File: src/rtl/i2c_write_master.sv
// Byte-level I2C write engine: START, three bytes {slave, sub, data}, STOP.
// Bus timing comes from a quarter-bit tick enable on the system clock.
// The pads are open-drain, so each output is a pull-low enable.
module i2c_write_master #(
  parameter int CLK_FREQ = 50000000,
  parameter int I2C_FREQ = 20000
) (
  input  logic        iCLK,
  input  logic        iRST,
  input  logic [23:0] iDATA,
  input  logic        iGO,
  output logic        oBUSY,
  output logic        oDONE,
  output logic        oACK_ERR,
  output logic        oSCL_OE,
  output logic        oSDA_OE,
  input  logic        iSDA
);

  // Clock cycles per quarter bit. The parameters must give a value of at least 1.
  localparam int QUARTER = CLK_FREQ / (4 * I2C_FREQ);
  localparam int CNT_W = $clog2(QUARTER + 1);
  localparam logic [CNT_W-1:0] CNT_MAX = CNT_W'(QUARTER - 1);

  typedef enum logic [2:0] {IDLE, START, BIT, ACK, STOP} state_t;

  state_t           state, stateNext;
  logic [1:0]       quarter, quarterNext;
  logic [CNT_W-1:0] tickCnt, tickCntNext;
  logic [2:0]       bitCnt, bitCntNext;
  logic [1:0]       byteCnt, byteCntNext;
  logic [23:0]      shiftReg, shiftRegNext;
  logic             ackErr, ackErrNext;
  logic             done, doneNext;
  logic             tick;

  // State and datapath registers. A reset releases the bus on the next edge and suppresses oDONE.
  always_ff @(posedge iCLK) begin
    if (iRST) begin
      state    <= IDLE;
      quarter  <= '0;
      tickCnt  <= '0;
      bitCnt   <= '0;
      byteCnt  <= '0;
      shiftReg <= '0;
      ackErr   <= 1'b0;
      done     <= 1'b0;
    end else begin
      state    <= stateNext;
      quarter  <= quarterNext;
      tickCnt  <= tickCntNext;
      bitCnt   <= bitCntNext;
      byteCnt  <= byteCntNext;
      shiftReg <= shiftRegNext;
      ackErr   <= ackErrNext;
      done     <= doneNext;
    end
  end

  // Next-state logic: quarter sequencing, bit and byte counting, and ACK sampling.
  always_comb begin
    stateNext    = state;
    quarterNext  = quarter;
    tickCntNext  = tickCnt;
    bitCntNext   = bitCnt;
    byteCntNext  = byteCnt;
    shiftRegNext = shiftReg;
    ackErrNext   = ackErr;
    doneNext     = 1'b0;
    tick         = 1'b0;
    if (state == IDLE) begin
      if (iGO) begin
        stateNext    = START;
        shiftRegNext = iDATA;
        ackErrNext   = 1'b0;
        bitCntNext   = '0;
        byteCntNext  = '0;
        // The accept cycle is the first cycle of START q0. In that quarter the bus
        // is released, as it is in IDLE, so this cycle already counts toward q0.
        if (CNT_MAX == '0) begin
          quarterNext = 2'd1;
          tickCntNext = '0;
        end else begin
          quarterNext = 2'd0;
          tickCntNext = CNT_W'(1);
        end
      end
    end else begin
      tick        = (tickCnt == CNT_MAX);
      tickCntNext = tick ? '0 : tickCnt + 1'b1;
      if (tick) begin
        quarterNext = quarter + 2'd1;
        // Sample the ACK on the last cycle of q1, while SCL has been high for a full quarter.
        if (state == ACK && quarter == 2'd1 && iSDA) begin
          ackErrNext = 1'b1;
        end
        if (quarter == 2'd3) begin
          case (state)
            START: stateNext = BIT;
            BIT: begin
              shiftRegNext = {shiftReg[22:0], 1'b0};
              bitCntNext   = bitCnt + 3'd1;
              if (bitCnt == 3'd7) begin
                stateNext = ACK;
              end
            end
            ACK: begin
              if (ackErr || byteCnt == 2'd2) begin
                stateNext = STOP;
              end else begin
                byteCntNext = byteCnt + 2'd1;
                stateNext   = BIT;
              end
            end
            STOP: begin
              stateNext = IDLE;
              doneNext  = 1'b1;
            end
            default: stateNext = IDLE;
          endcase
        end
      end
    end
  end

  // Bus drive, derived from the state and the current quarter. An output of 1 pulls the line low.
  always_comb begin
    oSCL_OE = 1'b0;
    oSDA_OE = 1'b0;
    case (state)
      START: begin
        oSDA_OE = (quarter != 2'd0);
        oSCL_OE = quarter[1];
      end
      BIT: begin
        oSCL_OE = (quarter == 2'd0) || (quarter == 2'd3);
        oSDA_OE = ~shiftReg[23];
      end
      ACK: begin
        oSCL_OE = (quarter == 2'd0) || (quarter == 2'd3);
        oSDA_OE = 1'b0;
      end
      STOP: begin
        oSCL_OE = (quarter == 2'd0);
        oSDA_OE = ~quarter[1];
      end
      default: begin
        oSCL_OE = 1'b0;
        oSDA_OE = 1'b0;
      end
    endcase
  end

  assign oBUSY    = (state != IDLE);
  assign oDONE    = done;
  assign oACK_ERR = ackErr;

endmodule
File: config.mk
export PLATFORM = sky130hd
export DESIGN_NAME = i2c_write_master
export DESIGN_NICKNAME = d
export VERILOG_FILES = /design/src/rtl/i2c_write_master.sv
export SDC_FILE = /design/constraint.sdc
export NUM_CORES = 1
export LEC_CHECK = 0
export BUFFER_PORTS_ARGS = -buffer_cell sky130_fd_sc_hd__buf_4
export CORE_AREA = 2 2 78 80
export CTS_BUF_LIST = sky130_fd_sc_hd__clkbuf_16
export DETAILED_ROUTE_END_ITERATION = 8
export DIE_AREA = 0 0 80 82
export PLACE_DENSITY = 0.67
export SLEW_MARGIN = 20
export SYNTH_ARGS = -nofsm -noshare
export SYNTH_HDL_FRONTEND = slang
export SYNTH_SLANG_ARGS = --single-unit
File: constraint.sdc
create_clock -name iCLK -period 3.4 [get_ports iCLK]
set_clock_uncertainty 0.1 [all_clocks]
set_input_delay 0.85 -clock iCLK [delete_from_list [all_inputs] [get_ports iCLK]]
set_output_delay 0.85 -clock iCLK [all_outputs]
set_load 0.02 [all_outputs]
[After elaboration in Yosys (flattened, before gate mapping)]
Index checks and enable logic that the tools add are counted.
Word-level totals
  word-level logic and storage cells: 83
  register bits after elaboration: 46
Cells by class
  bitwise gates (word level): 4
  reductions and logical operators: 20
  equal/unequal tests: 12
  add/subtract/negate cells: 4
  muxes and demuxes: 35
Operators by type and width (number)
  24-bit 2-to-1 mux: 5
  3-bit 2-to-1 mux: 11
  10-bit 2-to-1 mux: 3
  2-bit 2-to-1 mux: 8
  2-bit nonzero test: 6
  10-bit by 1-bit adder with 10-bit output (second input constant): 1
  10-bit equality test (second input constant): 1
  3-bit case mux with 3 select lines: 1
  4-bit AND reduction: 2
  3-bit by 2-bit equality test with 1-bit output (second input constant): 2
  3-bit equality test (second input constant): 2
  1-bit case mux with 3 select lines: 2
  1-bit 2-to-1 mux: 5
  5-bit AND reduction: 1
  2-bit by 1-bit adder with 2-bit output (second input constant): 2
  2-bit equality test (second input constant): 2
  2-bit != test (second input constant): 2
  1-bit inverter: 4
  4-bit OR reduction: 1
  3-bit by 1-bit adder with 3-bit output (second input constant): 1
  3-bit by 1-bit equality test with 1-bit output (second input constant): 1
  3-bit zero test: 1
  3-bit != test (second input constant): 1
  3-bit AND reduction: 1
  7 further kinds: 9

[Logic depth before layout (Yosys ltp)]
Gate-level depths: netlist of run 1.
  depth after elaboration: 7
  gate-level depth with buffers: 8

[Least setup slack after synthesis of run 1]
No wires, ideal clock.
  kind: register to output
  start point: register quarter[0]
  end point: output oSCL_OE
  stages on the path, launching flop included: 6
  data arrival time: 1194 ps
  setup slack: 1256 ps
  data required time: 2450 ps
  path buffers: 0
  path through: dfxtp_1 inv_1 ha_1 nor2_1 a31oi_1 o22ai_1
On the way
  cells in the longest elaborated chain, start to end: 3
Ends and longest elaborated chain
  from (decl): RTL line 28  | logic [1:0] quarter, quarterNext;
  from (signal assigned): RTL line 50  | quarter <= quarterNext;
  2-bit equality test or 2-bit zero test (tied branches): RTL line 136, 140, 144
  1-bit logical OR: RTL line 136, 140
  1-bit case mux with 3 select lines *: RTL line 130  | case (state)
  to (decl): RTL line 15  | output logic oSCL_OE,
Every way passes the cells marked *; elsewhere a longest branch is shown, timed or not.

[Worst setup path in the final report of run 1]
  start point: register state[2]
  end point: output oBUSY
On the way
  cells in the longest elaborated chain, start to end: 1
Ends and longest elaborated chain
  from (decl): RTL line 27  | state_t state, stateNext;
  from (signal assigned): RTL line 49  | state <= stateNext;
  3-bit nonzero test: RTL line 154  | assign oBUSY = (state != IDLE);
  to (decl): RTL line 12  | output logic oBUSY,
No other way between the ends.

==> flow_metrics.env, run 1 <==
export IMPL_cts_resized=0
export IMPL_ys_types=50
export IMPL_post_synth_top_area_cell="dfxtp_1"
export IMPL_async_flop_share_pct=0
export IMPL_num_rows=28
export IMPL_grt_pass1_wl_um=10100
export IMPL_ys_ff_latch=46
export IMPL_rsz0062_at_grt="false"
export IMPL_netlist_area_um2=2520
export IMPL_firstDrtPassIters=4
export IMPL_nets=351
export IMPL_vias=2241
export IMPL_worstPathMaxFanout=12
export IMPL_synth_top_area_share_pct=36.5
export IMPL_die_area_um2=6560
export IMPL_io_pins=33
export IMPL_endpoint_kind="primary output"
export IMPL_final_min_clock_period_ns=2.51
export IMPL_die_h_um=82
export IMPL_clkTransAtPathRegs_ns=0.06
export IMPL_drc_errors=0
export IMPL_synth_fp_nets=331
export IMPL_seq_power_share_pct=43.6
export IMPL_clock_latency_ns=0.28
export IMPL_power_switching_mw=0.358
export IMPL_cp_arrival_ns=1.56
export IMPL_synth_edf_count=0
export IMPL_cts_tree="done"
export IMPL_cts_max_level=2
export IMPL_status="finished clean"
export IMPL_cts_made_buffers=5
export IMPL_r2r_start="tickCnt[0]"
export IMPL_start_util_pct=43.9
export IMPL_syn2layout_area_growth_pct=16.9
export IMPL_synth_ff_type="dfxtp_1"
export IMPL_ys_top_cells_by_count="55 x nand2_1, 46 x dfxtp_1, 31 x nor3_1"
export IMPL_cts_hold_buf=0
export IMPL_yosysMostFrequentCell="nand2_1"
export IMPL_cp_startpoint="state[2]"
export IMPL_maxCapViolCount=0
export IMPL_crit_end="oBUSY"
export IMPL_crit_required_ns=2.45
export IMPL_hold_viol_final=0
export IMPL_drt_vias_per_instance=5.73
export IMPL_core_area_um2=5750
export IMPL_tightest_slew_ns=0.845
export IMPL_place_area_um2=2780
export IMPL_r2r_end="shiftReg[19]"
export IMPL_slew_headroom_pct=43.7
export IMPL_grt_pass1_vias=2171
export IMPL_swShare_pct=26.1
export IMPL_design_area_um2=2950
export IMPL_p_total_mw=1.37
export IMPL_hold_slack_ns=0.368
export IMPL_ff2ff_path_depth=6
export IMPL_post_drt_wl_per_cell_um=14.8
export IMPL_slew_violations=0
export IMPL_wl_um=5780
export IMPL_pwr_share_clk_pct=40.4
export IMPL_post_route_period_util_pct=73.8
export IMPL_synth_area_top_cells="dfxtp_1 37%, a311oi_2 13%, nand2_1 8.2%"
export IMPL_dieWidth_um=80
export IMPL_max_freq_mhz=399
export IMPL_synth_area_per_cell_um2=8.55
export IMPL_cts_setup_buffers=0
export IMPL_setup_viol=0
export IMPL_portBuffers=32
export IMPL_power_internal_mw=1.01
export IMPL_antenna_found_initial=0
export IMPL_crit_path_start_kind="register"
export IMPL_place_congestion=0.808
export IMPL_ir_drop_mv=0.218
export IMPL_yosys_warnings=0
export IMPL_cts_buffer_depth=2
export IMPL_power_density_nw_per_um2=465
export IMPL_combPwrFrac_pct=16.0
export IMPL_criticalPathCategory="reg2out"
export IMPL_regToRegSetupSlack_ns=0.98
export IMPL_antenna_cells=0
export IMPL_yosysSeqAreaShare_pct=36.5
export IMPL_setup_tns_ns=0
export IMPL_ant_nets=0
export IMPL_drt_iter0_drc=119
export IMPL_track_usage_pct=19.2
export IMPL_hold_path_class="reg2reg"
export IMPL_cts_sinks=46
export IMPL_root_buffer="clkbuf_16"
export IMPL_post_dp_hpwl_um=3790
export IMPL_drive_gt1_share_pct=23.7
export IMPL_grt_max_degree=48
export IMPL_gr_total_overflow=0
export IMPL_synthCells=295
export IMPL_leakage_nw=1.10
state kept, by name (all words and copies together) (netlist names):
signal	count
quarter	2
bitCnt	3
state	3
oDONE	1
oACK_ERR	1
tickCnt	10
byteCnt	2
shiftReg	24
critical path, stage by stage, from the launching register on:
cell	delay [ns]
dfxtp_1	0.63
nor3_4	0.09
inv_1	0.33
buf_4	0.22
routing by layer:
layer	part of all wire, %	up-vias	global-route usage [%]
met5	0	-	0
met4	0.52	0	3.73
met3	4.0	2	3.74
met2	49	40	33.7
met1	46	1078	24.7
li1	-	1121	-
worst min-delay path by stage:
| stage | endpoint | slack [ns] | cells after the start | from |
|---|---|---|---|---|
| finish | oACK_ERR | 0.37 | 2 | oACK_ERR |
| global route | oACK_ERR | 0.39 | 2 | oACK_ERR |
| CTS | oACK_ERR | 0.37 | 2 | oACK_ERR |
| detailed placement | shiftReg[0] | 0.36 | 2 | shiftReg[0] |
| global placement | bitCnt[2] | 0.35 | 2 | bitCnt[2] |
| floorplan | bitCnt[1] | 0.35 | 2 | bitCnt[1] |
stage by stage:
stage / util [%] / std cells / setup WS (ns)
3_5_place_dp: 48.3 / 383 / 1.01
4_1_cts: 51.3 / 391 / 0.894
3_3_place_gp: 48.3 / 383 / 1.05
6_report: 51.3 / 391 / 0.891
5_1_grt: 51.3 / 391 / 0.719
2_1_floorplan: - / 295 / 1.26
layout make-up:
class | count | area [um2]
Clock inverter | 3 | 43.8
Inverter | 10 | 37.5
Multi-Input combinational cell | 215 | 1450
Timing Repair Buffer | 37 | 278
Clock buffer | 5 | 125
Sequential cell | 46 | 921
Tap cell | 75 | 93.8
Fill cell | 569 | 2800
logic make-up after synthesis:
kind of cell               count (synthesis)  synth area share, %
muxes                                      2                0.893
adders and majority gates                  8                 3.97
and+or+nand+nor                          139                 28.0
buffers and inverters                     34                 6.30
AOI/OAI and AO/OA                         66                 24.3
DFF                                       46                 36.5
cells in the final DEF, fill, tap and decap left out, types with 2 or more instances in the layout:
cell type / count
o22ai_1: 2
and4_1: 2
ha_1: 8
o21ai_0: 3
nand2_1: 55
or3_1: 3
nand3_1: 13
buf_4: 37
o211ai_1: 3
and3_1: 3
a31oi_1: 8
a21oi_1: 15
nand4_1: 2
inv_1: 10
nand3b_1: 2
a311oi_2: 21
nor3_1: 31
nand2b_1: 2
clkbuf_16: 5
dfxtp_1: 46
a311oi_1: 3
nor2_1: 13
mux2_2: 2
power by group through the flow:
stage / clock (mW) / combinational, mW / sequential, mW
detailed placement: 0 / 0.219 / 0.609
finish: 0.554 / 0.219 / 0.597
global placement: 0 / 0.214 / 0.609
floorplan: 0 / 0.164 / 0.600
global route: 0.588 / 0.243 / 0.602
CTS: 0.564 / 0.220 / 0.597
Note: power is estimated with default switching activity, not from simulation.
==> run 2, diff against run 1 <==
--- a/config.mk
+++ b/config.mk
@@ -10,7 +10,7 @@
 export CTS_BUF_LIST = sky130_fd_sc_hd__clkbuf_16
 export DETAILED_ROUTE_END_ITERATION = 8
 export DIE_AREA = 0 0 80 82
-export PLACE_DENSITY = 0.67
+export PLACE_DENSITY = 0.69
 export SLEW_MARGIN = 20
 export SYNTH_ARGS = -nofsm -noshare
 export SYNTH_HDL_FRONTEND = slang
==> constraint.sdc (replaced) <==
create_clock -name iCLK -period 2 [get_ports iCLK]
set_clock_uncertainty 0.1 [all_clocks]
set_input_delay 0.5 -clock iCLK [delete_from_list [all_inputs] [get_ports iCLK]]
set_output_delay 0.5 -clock iCLK [all_outputs]
set_load 0.02 [all_outputs]
==> run 2 against run 1 <==
Net effect: the flow now finishes with violations (setup timing); sequential power up 69%; die area is the same; register-to-register slack worse by 0.90 ns; critical path depth is 3 higher; non-clock buffer count up 18; routed wire length is 2.8% higher; critical path type unchanged; largest power group unchanged.
==> flow_metrics.env, run 2 (synthesis results as in run 1) <==
export IMPL_status="complete, but fails checks"
export IMPL_failed_checks="setup timing"
export IMPL_dp_cells=399
export IMPL_final_min_clock_period_ns=2.03
export IMPL_finalNonFillerCells=409
export IMPL_root_buffer="clkbuf_16"
export IMPL_slew_violations=0
export IMPL_largest_register_ffs=24
export IMPL_vias=2324
export IMPL_drt_vias_per_instance=5.68
export IMPL_reg_top3="shiftReg (24), tickCnt (10)"
export IMPL_core_area_um2=5750
export IMPL_criticalPathCategory="reg2out"
export IMPL_slowest_stage="dfxtp_2"
export IMPL_grt_pass1_vias=2147
export IMPL_hold_path_class="reg2reg"
export IMPL_clkTransAtPathRegs_ns=0.06
export IMPL_hold_viol_final=0
export IMPL_post_route_period_util_pct=101
export IMPL_power_density_nw_per_um2=715
export IMPL_antenna_cells=0
export IMPL_cp_num_buf_inv=2
export IMPL_max_freq_mhz=493
export IMPL_worstPathMaxFanout=4
export IMPL_maxCapViolCount=0
export IMPL_drt_iter0_drc=118
export IMPL_fin_util_pct=54.6
export IMPL_setup_tns_ns=-0.0293
export IMPL_drive_gt1_share_pct=30.2
export IMPL_clock_latency_ns=0.29
export IMPL_cp_arrival_ns=1.43
export IMPL_crit_required_ns=1.40
export IMPL_die_area_um2=6560
export IMPL_post_dp_hpwl_um=4050
export IMPL_io_pins=33
export IMPL_crit_path_start_kind="register"
export IMPL_ant_nets=0
export IMPL_setup_viol=1
export IMPL_endpoint_kind="primary output"
export IMPL_cp_cell_sequence="inv_2, ha_4, nor2_1, a31oi_1, o22ai_1, buf_4"
export IMPL_ir_drop_mv=0.348
export IMPL_cpLargestDelayFamily="flip-flops"
export IMPL_cts_max_level=2
export IMPL_hold_slack_ns=0.369
export IMPL_antenna_found_initial=0
export IMPL_grt_pass1_wl_um=10100
export IMPL_cts_made_buffers=5
export IMPL_setup_slack_ns=-0.0293
export IMPL_tightest_slew_ns=0.346
export IMPL_post_drt_wl_per_cell_um=14.5
export IMPL_gr_total_overflow=0
export IMPL_cts_tree="done"
export IMPL_drc_errors=0
export IMPL_top_register="shiftReg"
export IMPL_die_h_um=82
export IMPL_layout_common_cells="55 x nand2_1, 52 x buf_4, 42 x dfxtp_1"
export IMPL_cp_slowest_stage_delay_ns=0.36
export IMPL_num_rows=28
export IMPL_track_usage_pct=19.4
export IMPL_syn2layout_area_growth_pct=24.3
export IMPL_rsz0062_at_grt="true"
export IMPL_cts_buffer_depth=2
export IMPL_firstDrtPassIters=4
export IMPL_wl_um=5940
export IMPL_post_place_ws_ns=0.0339
export IMPL_start_util_pct=43.9
export IMPL_slew_headroom_pct=76.8
export IMPL_portBuffers=32
export IMPL_layout_commonest_cell="nand2_1"
export IMPL_cts_sinks=46
export IMPL_leakage_nw=1.19
export IMPL_place_congestion=0.860
export IMPL_dieWidth_um=80
export IMPL_grt_max_degree=29
export IMPL_nets=369
==> run 2: changes by cell type in the layout (fill, tap and decap cells not counted), moves of 2 or more <==
cell | before | now
inv_1 | 10 | 8
buf_4 | 37 | 52
buf_12 | 0 | 3
dfxtp_1 | 46 | 42
dfxtp_2 | 0 | 3
==> run 2: through the flow <==
stage / instance area, um2 / power [mW]
floorplan: 2520 / 1.30
global placement: 2940 / 1.43
detailed placement: 2940 / 1.44
CTS: 3090 / 2.26
global route: 3130 / 2.35
finish: 3130 / 2.24
==> run 2: power by group <==
group	switching, mW	internal, mW
Sequential	0.0375	0.972
Combinational	0.226	0.185
Clock	0.357	0.463
==> run 2: timing repair <==
| action | CTS | global route |
|---|---|---|
| buffers inserted | 0 | 2 |
| setup endpoints to repair | 4 | 6 |
| pin swaps | 1 | 3 |
| hold buffers | 0 | 0 |
| resized for setup | 4 | 7 |
==> run 2: tightest hold or removal path, delay by kind of cell, from the launching register on <==
kind	cells	cell delay [ns]
AOI/OAI and AO/OA	1	0.05
DFF	1	0.31
and+or+nand+nor	1	0.06
==> run 2: path summary, 6_finish.rpt <==
check	endpoint	start	slack, ns	cells after the start
setup / recovery	oSCL_OE	quarter[1]	-0.03	6
hold / removal	bitCnt[2]	bitCnt[2]	0.37	2
setup reg to reg	shiftReg[7]	quarter[1]	0.08	7
hold reg to reg	bitCnt[2]	bitCnt[2]	0.37	2
==> run 2: layout make-up <==
type / count / area [um2]
Clock buffer: 5 / 125
Clock inverter: 3 / 21.3
Fill cell: 554 / 2610
Timing Repair Buffer: 55 / 450
Multi-Input combinational cell: 215 / 1480
Inverter: 10 / 40.0
Sequential cell: 46 / 928
Tap cell: 75 / 93.8
==> run 2: layer usage <==
metal / GRT usage, % / vias up / routed length (um)
li1: - / 1166 / -
met1: 26.0 / 1088 / 2740
met3: 4.18 / 9 / 355
met4: 5.76 / 0 / 88
met2: 31.4 / 61 / 2760
met5: 0 / - / 0
==> run 3, diff against run 2 <==
--- a/config.mk
+++ b/config.mk
@@ -10,7 +10,7 @@
 export CTS_BUF_LIST = sky130_fd_sc_hd__clkbuf_16
 export DETAILED_ROUTE_END_ITERATION = 8
 export DIE_AREA = 0 0 80 82
-export PLACE_DENSITY = 0.69
+export PLACE_DENSITY = 0.66
 export SLEW_MARGIN = 20
 export SYNTH_ARGS = -nofsm -noshare
 export SYNTH_HDL_FRONTEND = slang
==> run 3 against run 2 <==
Net effect: the flow now finishes without violations; power up 1.4%; first-iteration DRC count up 2.5%; sequential cell count unchanged; clock power up 3.8%; final area up 0.56%; largest cell class unchanged.
==> flow_metrics.env, run 3 (synthesis results as in run 1) <==
export IMPL_cp_num_buf_inv=2
export IMPL_largest_register_ffs=24
export IMPL_die_area_um2=6560
export IMPL_cts_hold_buf=0
export IMPL_hold_path_class="reg2reg"
export IMPL_drt_iter0_drc=121
export IMPL_cts_tree="done"
export IMPL_post_dp_hpwl_um=3970
export IMPL_die_h_um=82
export IMPL_criticalPathCategory="reg2out"
export IMPL_cts_made_buffers=5
export IMPL_cp_arrival_ns=1.35
export IMPL_cts_buffer_depth=2
export IMPL_num_rows=28
export IMPL_endpoint_kind="primary output"
export IMPL_clock_latency_ns=0.29
export IMPL_ir_drop_mv=0.523
export IMPL_crit_path_start_kind="register"
export IMPL_grt_pass1_wl_um=10200
export IMPL_place_congestion=0.842
export IMPL_max_freq_mhz=512
export IMPL_cp_cell_sequence="inv_2, ha_4, nor2_1, a31oi_1, o22ai_1, buf_4"
export IMPL_portBuffers=32
export IMPL_grt_pass1_vias=2268
export IMPL_wl_um=5930
export IMPL_maxCapViolCount=0
export IMPL_status="finished clean"
export IMPL_top_register="shiftReg"
export IMPL_track_usage_pct=19.6
export IMPL_seq_area_um2=930
export IMPL_slew_headroom_pct=76.4
export IMPL_post_route_period_util_pct=97.6
export IMPL_drt_vias_per_instance=5.56
export IMPL_dp_cells=399
export IMPL_nets=371
export IMPL_cpLargestDelayFamily="flip-flops"
export IMPL_core_area_um2=5750
export IMPL_grt_max_degree=30
export IMPL_antenna_cells=0
export IMPL_cts_sinks=46
export IMPL_hold_slack_ns=0.375
export IMPL_cts_max_level=2
export IMPL_root_buffer="clkbuf_16"
export IMPL_setup_tns_ns=0
export IMPL_rsz0062_at_grt="true"
export IMPL_setup_viol=0
export IMPL_slew_violations=0
export IMPL_firstDrtPassIters=4
export IMPL_antenna_found_initial=0
export IMPL_layout_common_cells="55 x nand2_1, 54 x buf_4, 41 x dfxtp_1"
export IMPL_crit_required_ns=1.40
export IMPL_ant_nets=0
export IMPL_tightest_slew_ns=0.355
export IMPL_finalNonFillerCells=411
export IMPL_layout_commonest_cell="nand2_1"
export IMPL_syn2layout_area_growth_pct=25.0
export IMPL_vias=2287
export IMPL_reg_top3="shiftReg (24), tickCnt (10)"
export IMPL_cp_slowest_stage_delay_ns=0.34
export IMPL_multi_input_area_um2=1480
export IMPL_io_pins=33
export IMPL_final_min_clock_period_ns=1.95
export IMPL_clkTransAtPathRegs_ns=0.07
export IMPL_drive_gt1_share_pct=31.5
export IMPL_start_util_pct=43.9
export IMPL_post_drt_wl_per_cell_um=14.4
export IMPL_power_density_nw_per_um2=721
export IMPL_n_fill_cell=529
export IMPL_leakage_nw=1.20
export IMPL_drc_errors=0
export IMPL_hold_viol_final=0
export IMPL_worstPathMaxFanout=2
export IMPL_dieWidth_um=80
export IMPL_gr_total_overflow=0
export IMPL_slowest_stage="dfxtp_2"
run 3: path summary, 6_finish.rpt:
check	from	end	slack, ns	cells after the start
worst max register to register	tickCnt[0]	tickCnt[6]	0.07	9
worst max-delay path	quarter[1]	oSCL_OE	0.05	6
worst min-delay path	bitCnt[1]	bitCnt[1]	0.38	2
worst min register to register	bitCnt[1]	bitCnt[1]	0.38	2
run 3: area by class of cell:
class	count	area share, %
Clock buffer	5	3.97
Sequential cell	46	29.5
Tap cell	75	2.98
Multi-Input combinational cell	215	46.8
Clock inverter	3	0.794
Timing Repair Buffer	57	14.8
Inverter	10	1.19
run 3: timing repair:
item,4_1_cts,5_1_grt
pin swaps,1,1
resized for setup,6,6
setup buffers,3,1
endpoints found under the setup margin,3,7
run 3: per-layer routing:
layer  up-vias  routed length, um  global-route usage [%]  share of wire [%]
met5         -                  0                       0                  0
met4         0                 78                    5.08                1.3
met1      1067               2900                    25.5                 49
met2        44               2710                    33.2                 46
li1       1169                  -                       -                  -
met3         7                241                    3.96                4.1
run 3: through the flow:
stage	util [%]	worst slack (ns)	instance area (um2)	power, mW
4_1_cts	54.4	0.0212	3130	2.28
2_1_floorplan	-	0.0605	2520	1.30
5_1_grt	54.9	-0.0475	3150	2.38
6_report	54.9	0.0471	3150	2.27
3_3_place_gp	51.1	0.00115	2940	1.43
3_5_place_dp	51.1	0.0693	2940	1.43
run 3: worst register-to-register path, cell delays in order (launching register included):
cell and delay [ns]:
dfxtp_1 0.31, inv_1 0.07, ha_1 0.17, nor4b_4 0.31
buf_4 0.17, buf_4 0.11, a311oi_2 0.09, buf_4 0.19
a21o_1 0.15, a22o_1 0.17
run 3: power by group:
part           switching (mW)  total, mW  internal, mW
Clock                   0.380      0.850         0.470
Sequential             0.0398       1.01         0.972
Combinational           0.223      0.410         0.188
Total                   0.642       2.27          1.63
